==> src/rtl/hvac_pkg.sv <==
// Shared types and default thresholds for the zoned HVAC scheduler.
package hvac_pkg;

    // Demand / run-mode code; bit order matches {heating, cooling}.
    typedef enum logic [1:0] {
        DmdNone = 2'b00,
        DmdCool = 2'b01,
        DmdHeat = 2'b10
    } demand_t;

    typedef enum logic [1:0] {
        StIdle = 2'b00,
        StRun  = 2'b01,
        StDead = 2'b10
    } state_t;

    localparam int unsigned DefHeatStart = 18;
    localparam int unsigned DefSetpoint  = 20;
    localparam int unsigned DefCoolStart = 22;
    localparam int unsigned DefMinRun    = 16;
    localparam int unsigned DefMaxRun    = 64;
    localparam int unsigned DefDeadCyc   = 8;

endpackage

==> src/rtl/hvac_zone_demand.sv <==
// Per-zone hysteresis demand detector with a registered 2-bit demand code.
module hvac_zone_demand import hvac_pkg::*; #(
    parameter int unsigned TEMP_W     = 5,
    parameter int unsigned HEAT_START = DefHeatStart,
    parameter int unsigned SETPOINT   = DefSetpoint,
    parameter int unsigned COOL_START = DefCoolStart
) (
    input  logic              clk,
    input  logic              rst_n,
    input  logic [TEMP_W-1:0] temp,
    input  logic              en,
    output demand_t           demand
);

    localparam logic [TEMP_W-1:0] HeatStartT = TEMP_W'(HEAT_START);
    localparam logic [TEMP_W-1:0] SetpointT  = TEMP_W'(SETPOINT);
    localparam logic [TEMP_W-1:0] CoolStartT = TEMP_W'(COOL_START);

    demand_t demand_d, demand_q;

    // Next demand: heat/cool only ever leave through NONE, so no direct reversal.
    always_comb begin
        demand_d = demand_q;
        if (!en) begin
            demand_d = DmdNone;
        end else begin
            unique case (demand_q)
                DmdNone: begin
                    if (temp < HeatStartT) begin
                        demand_d = DmdHeat;
                    end else if (temp > CoolStartT) begin
                        demand_d = DmdCool;
                    end
                end
                DmdHeat: if (temp >= SetpointT) demand_d = DmdNone;
                DmdCool: if (temp <= SetpointT) demand_d = DmdNone;
                default: demand_d = DmdNone;
            endcase
        end
    end

    // Demand register.
    always_ff @(posedge clk or negedge rst_n) begin
        if (!rst_n) begin
            demand_q <= DmdNone;
        end else begin
            demand_q <= demand_d;
        end
    end

    assign demand = demand_q;

endmodule

==> src/rtl/hvac_zone_scheduler.sv <==
// Round-robin scheduler sharing one heat/cool plant between several zones,
// with minimum run time, run quantum and a dead time between grants.
module hvac_zone_scheduler import hvac_pkg::*; #(
    parameter int unsigned NUM_ZONES  = 4,
    parameter int unsigned TEMP_W     = 5,
    parameter int unsigned HEAT_START = DefHeatStart,
    parameter int unsigned SETPOINT   = DefSetpoint,
    parameter int unsigned COOL_START = DefCoolStart,
    parameter int unsigned MIN_RUN    = DefMinRun,
    parameter int unsigned MAX_RUN    = DefMaxRun,
    parameter int unsigned DEAD_CYC   = DefDeadCyc
) (
    input  logic                         clk,
    input  logic                         rst_n,
    input  logic [NUM_ZONES*TEMP_W-1:0]  temp,
    input  logic [NUM_ZONES-1:0]         zone_en,
    output logic                         heating,
    output logic                         cooling,
    output logic [NUM_ZONES-1:0]         damper,
    output logic [$clog2(NUM_ZONES)-1:0] active_zone,
    output logic [2*NUM_ZONES-1:0]       demand
);

    localparam int unsigned ZW = $clog2(NUM_ZONES);
    localparam int unsigned RW = (MAX_RUN > 1) ? $clog2(MAX_RUN) : 1;
    localparam int unsigned DW = (DEAD_CYC > 1) ? $clog2(DEAD_CYC) : 1;
    localparam logic [RW-1:0] MinLast  = RW'(MIN_RUN - 1);
    localparam logic [RW-1:0] MaxLast  = RW'(MAX_RUN - 1);
    localparam logic [DW-1:0] DeadLast = DW'(DEAD_CYC - 1);
    localparam logic [ZW-1:0] LastZone = ZW'(NUM_ZONES - 1);

    demand_t dmd [NUM_ZONES];

    for (genvar i = 0; i < NUM_ZONES; i++) begin : g_zone
        hvac_zone_demand #(
            .TEMP_W    (TEMP_W),
            .HEAT_START(HEAT_START),
            .SETPOINT  (SETPOINT),
            .COOL_START(COOL_START)
        ) u_demand (
            .clk   (clk),
            .rst_n (rst_n),
            .temp  (temp[i*TEMP_W +: TEMP_W]),
            .en    (zone_en[i]),
            .demand(dmd[i])
        );
        assign demand[2*i +: 2] = dmd[i];
    end

    state_t               state_d, state_q;
    demand_t              mode_d, mode_q;
    logic [ZW-1:0]        ptr_d, ptr_q;
    logic [ZW-1:0]        zone_d, zone_q;
    logic [RW-1:0]        run_cnt_d, run_cnt_q;
    logic [DW-1:0]        dead_cnt_d, dead_cnt_q;
    logic                 heat_d, heat_q, cool_d, cool_q;
    logic [NUM_ZONES-1:0] damper_d, damper_q;

    logic          pick_valid, others_wait;
    logic [ZW-1:0] pick;
    int unsigned   idx;

    // Round-robin pick starting at the pointer, plus "someone else is waiting".
    always_comb begin
        pick_valid  = 1'b0;
        pick        = '0;
        others_wait = 1'b0;
        idx         = 0;
        for (int unsigned i = 0; i < NUM_ZONES; i++) begin
            idx = 32'(ptr_q) + i;
            if (idx >= NUM_ZONES) idx = idx - NUM_ZONES;
            if (!pick_valid && dmd[ZW'(idx)] != DmdNone) begin
                pick_valid = 1'b1;
                pick       = ZW'(idx);
            end
            if (ZW'(i) != zone_q && dmd[ZW'(i)] != DmdNone) others_wait = 1'b1;
        end
    end

    // FSM next state and registered plant outputs.
    always_comb begin
        state_d    = state_q;
        mode_d     = mode_q;
        ptr_d      = ptr_q;
        zone_d     = zone_q;
        run_cnt_d  = run_cnt_q;
        dead_cnt_d = dead_cnt_q;
        heat_d     = heat_q;
        cool_d     = cool_q;
        damper_d   = damper_q;
        unique case (state_q)
            StIdle: begin
                heat_d   = 1'b0;
                cool_d   = 1'b0;
                damper_d = '0;
                if (pick_valid) begin
                    state_d   = StRun;
                    zone_d    = pick;
                    mode_d    = dmd[pick];
                    run_cnt_d = '0;
                    heat_d    = (dmd[pick] == DmdHeat);
                    cool_d    = (dmd[pick] == DmdCool);
                    damper_d  = NUM_ZONES'(1) << pick;
                    ptr_d     = (pick == LastZone) ? '0 : pick + 1'b1;
                end
            end
            StRun: begin
                // Disable is a safety stop and bypasses the minimum run time.
                if (!zone_en[zone_q] ||
                    (run_cnt_q >= MinLast && dmd[zone_q] != mode_q) ||
                    (run_cnt_q == MaxLast && others_wait)) begin
                    state_d    = StDead;
                    heat_d     = 1'b0;
                    cool_d     = 1'b0;
                    dead_cnt_d = '0;
                end else if (run_cnt_q != MaxLast) begin
                    run_cnt_d = run_cnt_q + 1'b1;
                end
            end
            StDead: begin
                // Damper stays on the last zone while the plant is off.
                heat_d = 1'b0;
                cool_d = 1'b0;
                if (dead_cnt_q == DeadLast) begin
                    state_d  = StIdle;
                    damper_d = '0;
                end else begin
                    dead_cnt_d = dead_cnt_q + 1'b1;
                end
            end
            default: begin
                state_d  = StIdle;
                heat_d   = 1'b0;
                cool_d   = 1'b0;
                damper_d = '0;
            end
        endcase
    end

    // State and output registers.
    always_ff @(posedge clk or negedge rst_n) begin
        if (!rst_n) begin
            state_q    <= StIdle;
            mode_q     <= DmdNone;
            ptr_q      <= '0;
            zone_q     <= '0;
            run_cnt_q  <= '0;
            dead_cnt_q <= '0;
            heat_q     <= 1'b0;
            cool_q     <= 1'b0;
            damper_q   <= '0;
        end else begin
            state_q    <= state_d;
            mode_q     <= mode_d;
            ptr_q      <= ptr_d;
            zone_q     <= zone_d;
            run_cnt_q  <= run_cnt_d;
            dead_cnt_q <= dead_cnt_d;
            heat_q     <= heat_d;
            cool_q     <= cool_d;
            damper_q   <= damper_d;
        end
    end

    assign heating     = heat_q;
    assign cooling     = cool_q;
    assign damper      = damper_q;
    assign active_zone = zone_q;

endmodule
==> config.mk <==
export PLATFORM = sky130hd
export DESIGN_NAME = hvac_zone_scheduler
export DESIGN_NICKNAME = d
export VERILOG_FILES = /design/src/rtl/hvac_pkg.sv /design/src/rtl/hvac_zone_demand.sv /design/src/rtl/hvac_zone_scheduler.sv
export SDC_FILE = /design/constraint.sdc
export NUM_CORES = 1
export LEC_CHECK = 0
export CAP_MARGIN = 20
export CORE_UTILIZATION = 50
export CTS_CLUSTER_SIZE = 20
export DETAILED_ROUTE_END_ITERATION = 8
export PLACE_DENSITY = 0.77
export SLEW_MARGIN = 20
export SYNTH_ARGS = -nofsm -noshare
export SYNTH_HDL_FRONTEND = slang
export SYNTH_SLANG_ARGS = --single-unit
==> constraint.sdc <==
create_clock -name clk -period 2.3 [get_ports clk]
set_input_delay 0.345 -clock clk [delete_from_list [all_inputs] [get_ports clk]]
set_output_delay 0.345 -clock clk [all_outputs]
set_load 0.005 [all_outputs]
==> results.json <==
{
  "cts_setup_buffers": 0,
  "yosysSeqAreaShare_pct": 40.68,
  "layout_commonest_cell": "clkdlybuf4s50_1",
  "synth_area_leaders": "dfrtp_1, ha_1, nand2_1, mux2i_1, nor2_1",
  "post_drt_via_cell_ratio": 6.053,
  "seqPwrFrac_pct": 37.3,
  "clk_latency_ps": 290,
  "stdcell_area_mm2": 0.002451,
  "gp_congestion": 0.8366,
  "crit_type": "reg2reg",
  "cts_buffer_depth": 2,
  "finalCriticalPeriod_ps": 2136,
  "wire_per_inst_um": 16.33,
  "numCtsBuffers": 5,
  "cts_tree": "built",
  "drv_slew": 0,
  "async_flop_share_pct": 100.0,
  "ctsRootBufferMaster": "clkbuf_8",
  "antenna_found_initial": 0,
  "grt_pass1_vias": 1720,
  "mostFrequentLayoutCells": "clkdlybuf4s50_1, dfrtp_1, nand2_1",
  "ant_nets": 0,
  "grt_first_pass_wirelength_um": 8073,
  "antenna_cells": 0,
  "final-hold-violation-count": 0,
  "area_growth_pct": 28.54,
  "slew_headroom_pct": 41.14,
  "setup_viol": 0,
  "netlist_area_mm2": 0.001907,
  "min_period_over_period_pct": 92.89,
  "syn_inst": 192,
  "layout-drive-gt1-share_pct": 10.13,
  "clock.fmax_mhz": 468.1,
  "setup_tns_ps": 0,
  "crit_path_max_fanout": 10,
  "io_buffer_count": 41,
  "start_util_pct": 52.08,
  "p_leak_nw": 1.074,
  "irDropWorstVdd_mv": 0.4616,
  "p_comb_share_pct": 43.8,
  "worstMarginPinSlew_ps": 882.9,
  "globalRouteOverflowTotal": 0,
  "core_area_mm2": 0.003661,
  "switching_share_pct": 37.94,
  "drv_cap": 0,
  "finClkSkew_ps": 8.882,
  "finalPower_mw": 2.337,
  "pre_cts_slack_ps": 125.8,
  "dpl_cell_area_mm2": 0.002364,
  "required_ps": 2520,
  "row_count": 22,
  "ys_warn_count": 0,
  "firstDrtPassIters": 4,
  "cts-htree-levels": 2,
  "rsz0062_at_grt": "no",
  "startpoint_type": "register",
  "slowest_delay_ps": 490,
  "grt_use_total_pct": 25.40,
  "yosysUniqueCellTypes": 51,
  "io_pins": 42,
  "die_w_um": 63.76,
  "design.die.area_mm2": 0.004065,
  "cts.sinks": 31,
  "fin_cells": 285,
  "synth_top_cell_by_area": "dfrtp_1",
  "synthFlopType": "dfrtp_1",
  "dr_total_vias": 1725,
  "synthesis.nets": 225,
  "p_switching_mw": 0.8868,
  "grt_max_degree": 32,
  "internal_power_mw": 1.450,
  "fp.dieH_um": 63.76,
  "synth-seq-cells": 31,
  "route.detailed.drc": 0,
  "worstPathCellList": "o21ba_2, o21a_1, nor3_1, inv_1, a32oi_1, mux2_2",
  "fin_nets": 270,
  "drt_wl_total_um": 4655,
  "powerDensity_mw_per_mm2": 953.6,
  "netlist.area_leader.share_pct": 40.68,
  "clkTransAtPathRegs_ps": 70,
  "clkPwrFrac_pct": 18.9,
  "crit_arrival_ps": 2360,
  "cp_slowest_cell": "dfrtp_1",
  "synth_edf_count": 0,
  "fin_ws_ps": 163.6,
  "hpwlAfterDp_um": 3493,
  "status": "complete, no violations",
  "end_kind": "register",
  "placed_cells": 278,
  "postCtsHoldBufs": 0,
  "synth_area_per_cell_um2": 9.931,
  "min_path_type": "in2async",
  "drt_iter0_markers": 97,
  "ctsResizeCount": 0
}
logic make-up (layout without fill, tap and decap cells):
group / count (synthesis) / after routing / synth area share, %
buffers and inverters: 12 / 57 / 3.084
AOI/OAI and AO/OA: 50 / 50 / 20.14
DFF: 31 / 31 / 40.68
and+or+nand+nor: 75 / 75 / 20.47
adders and majority gates: 10 / 10 / 6.168
xor gates and xnor gates: 3 / 3 / 1.378
muxes: 11 / 11 / 8.071
final cells by class:
cell class              instances  area [µm²]
clock buffers                   6       82.58
clock inverters                 1       5.005
fillers                       288        1210
inverters                       6       22.52
multi-input cells             149        1072
flip-flops and latches         31       775.7
well taps                      48       60.06
repair buffers                 44       432.9
per-stage QoR:
step | hold WS, ps | util [%]
global placement | 481.9 | 64.56
detailed placement | 481.9 | 64.56
finish | 458.6 | 66.95
floorplan | 49.41 | -
CTS | 478.8 | 66.95
global route | 508.1 | 66.95
state kept, by name (all words and copies together), names as in the netlist:
| signal | cells |
|---|---|
| ptr_q | 2 |
| cooling | 1 |
| mode_q | 2 |
| active_zone | 2 |
| run_cnt_q | 6 |
| damper | 4 |
| state_q | 2 |
| dead_cnt_q | 3 |
| heating | 1 |
| g_zone.u_demand.demand | 8 |
power groups by stage:
stage	Sequential (mW)	Combinational (mW)	Clock [mW]
floorplan	0.821	0.694	0
detailed placement	0.877	1.01	0
global route	0.896	1.13	0.469
global placement	0.868	0.970	0
CTS	0.868	1.02	0.443
finish	0.871	1.02	0.442
metal layers:
layer  wire, µm  up-vias  track usage [%]  part of all wire [%]
li1           -      810                -                     -
met1       2031      845            31.87                    44
met2       2331       61            44.55                    50
met3        247        9            5.000                   5.3
met4         45        0            6.250                  0.97
met5          0        -                0                     0
cells in the mapped netlist (2+ instances only):
library cell / instances
nor2_1: 14
and2_1: 2
ha_1: 7
buf_2: 4
o21ai_0: 6
o31a_1: 3
nand3_1: 5
xor2_1: 2
mux2_2: 2
o21ba_2: 2
a22o_1: 5
nand2b_1: 2
mux2i_1: 6
o21a_1: 2
mux4_2: 2
nor3_1: 7
a211oi_1: 3
inv_1: 6
nor4_1: 4
nor3b_1: 7
dfrtp_1: 31
nor2b_1: 5
maj3_1: 3
o311a_1: 2
a21oi_1: 9
or2_2: 3
a21o_1: 2
a32oi_1: 2
nand2_1: 17
and3_1: 5
o22ai_1: 2
path summary, 6_finish.rpt:
| check | slack (ps) | startpoint | cells after the start | end |
|---|---|---|---|---|
| worst max-delay path | 160 | g_zone[2].u_demand.demand[0] | 6 | mode_q[1] |
| worst min-delay path | 460 | rst_n | 2 | active_zone[1] |
| worst max register to register | 160 | g_zone[2].u_demand.demand[0] | 6 | mode_q[1] |
| worst min register to register | 500 | damper[1] | 1 | damper[1] |
| max in group asynchronous | 1550 | rst_n | 2 | active_zone[0] |
| min in group clk | 500 | damper[1] | 1 | damper[1] |
worst max-delay path, delay by kind of cell (launching register included):
kind | cells | cell delay, ps
DFF | 1 | 490
muxes | 1 | 200
and+or+nand+nor | 1 | 420
AOI/OAI and AO/OA | 3 | 770
buffers and inverters | 1 | 180
No activity file was read; power rests on OpenSTA's default activity.
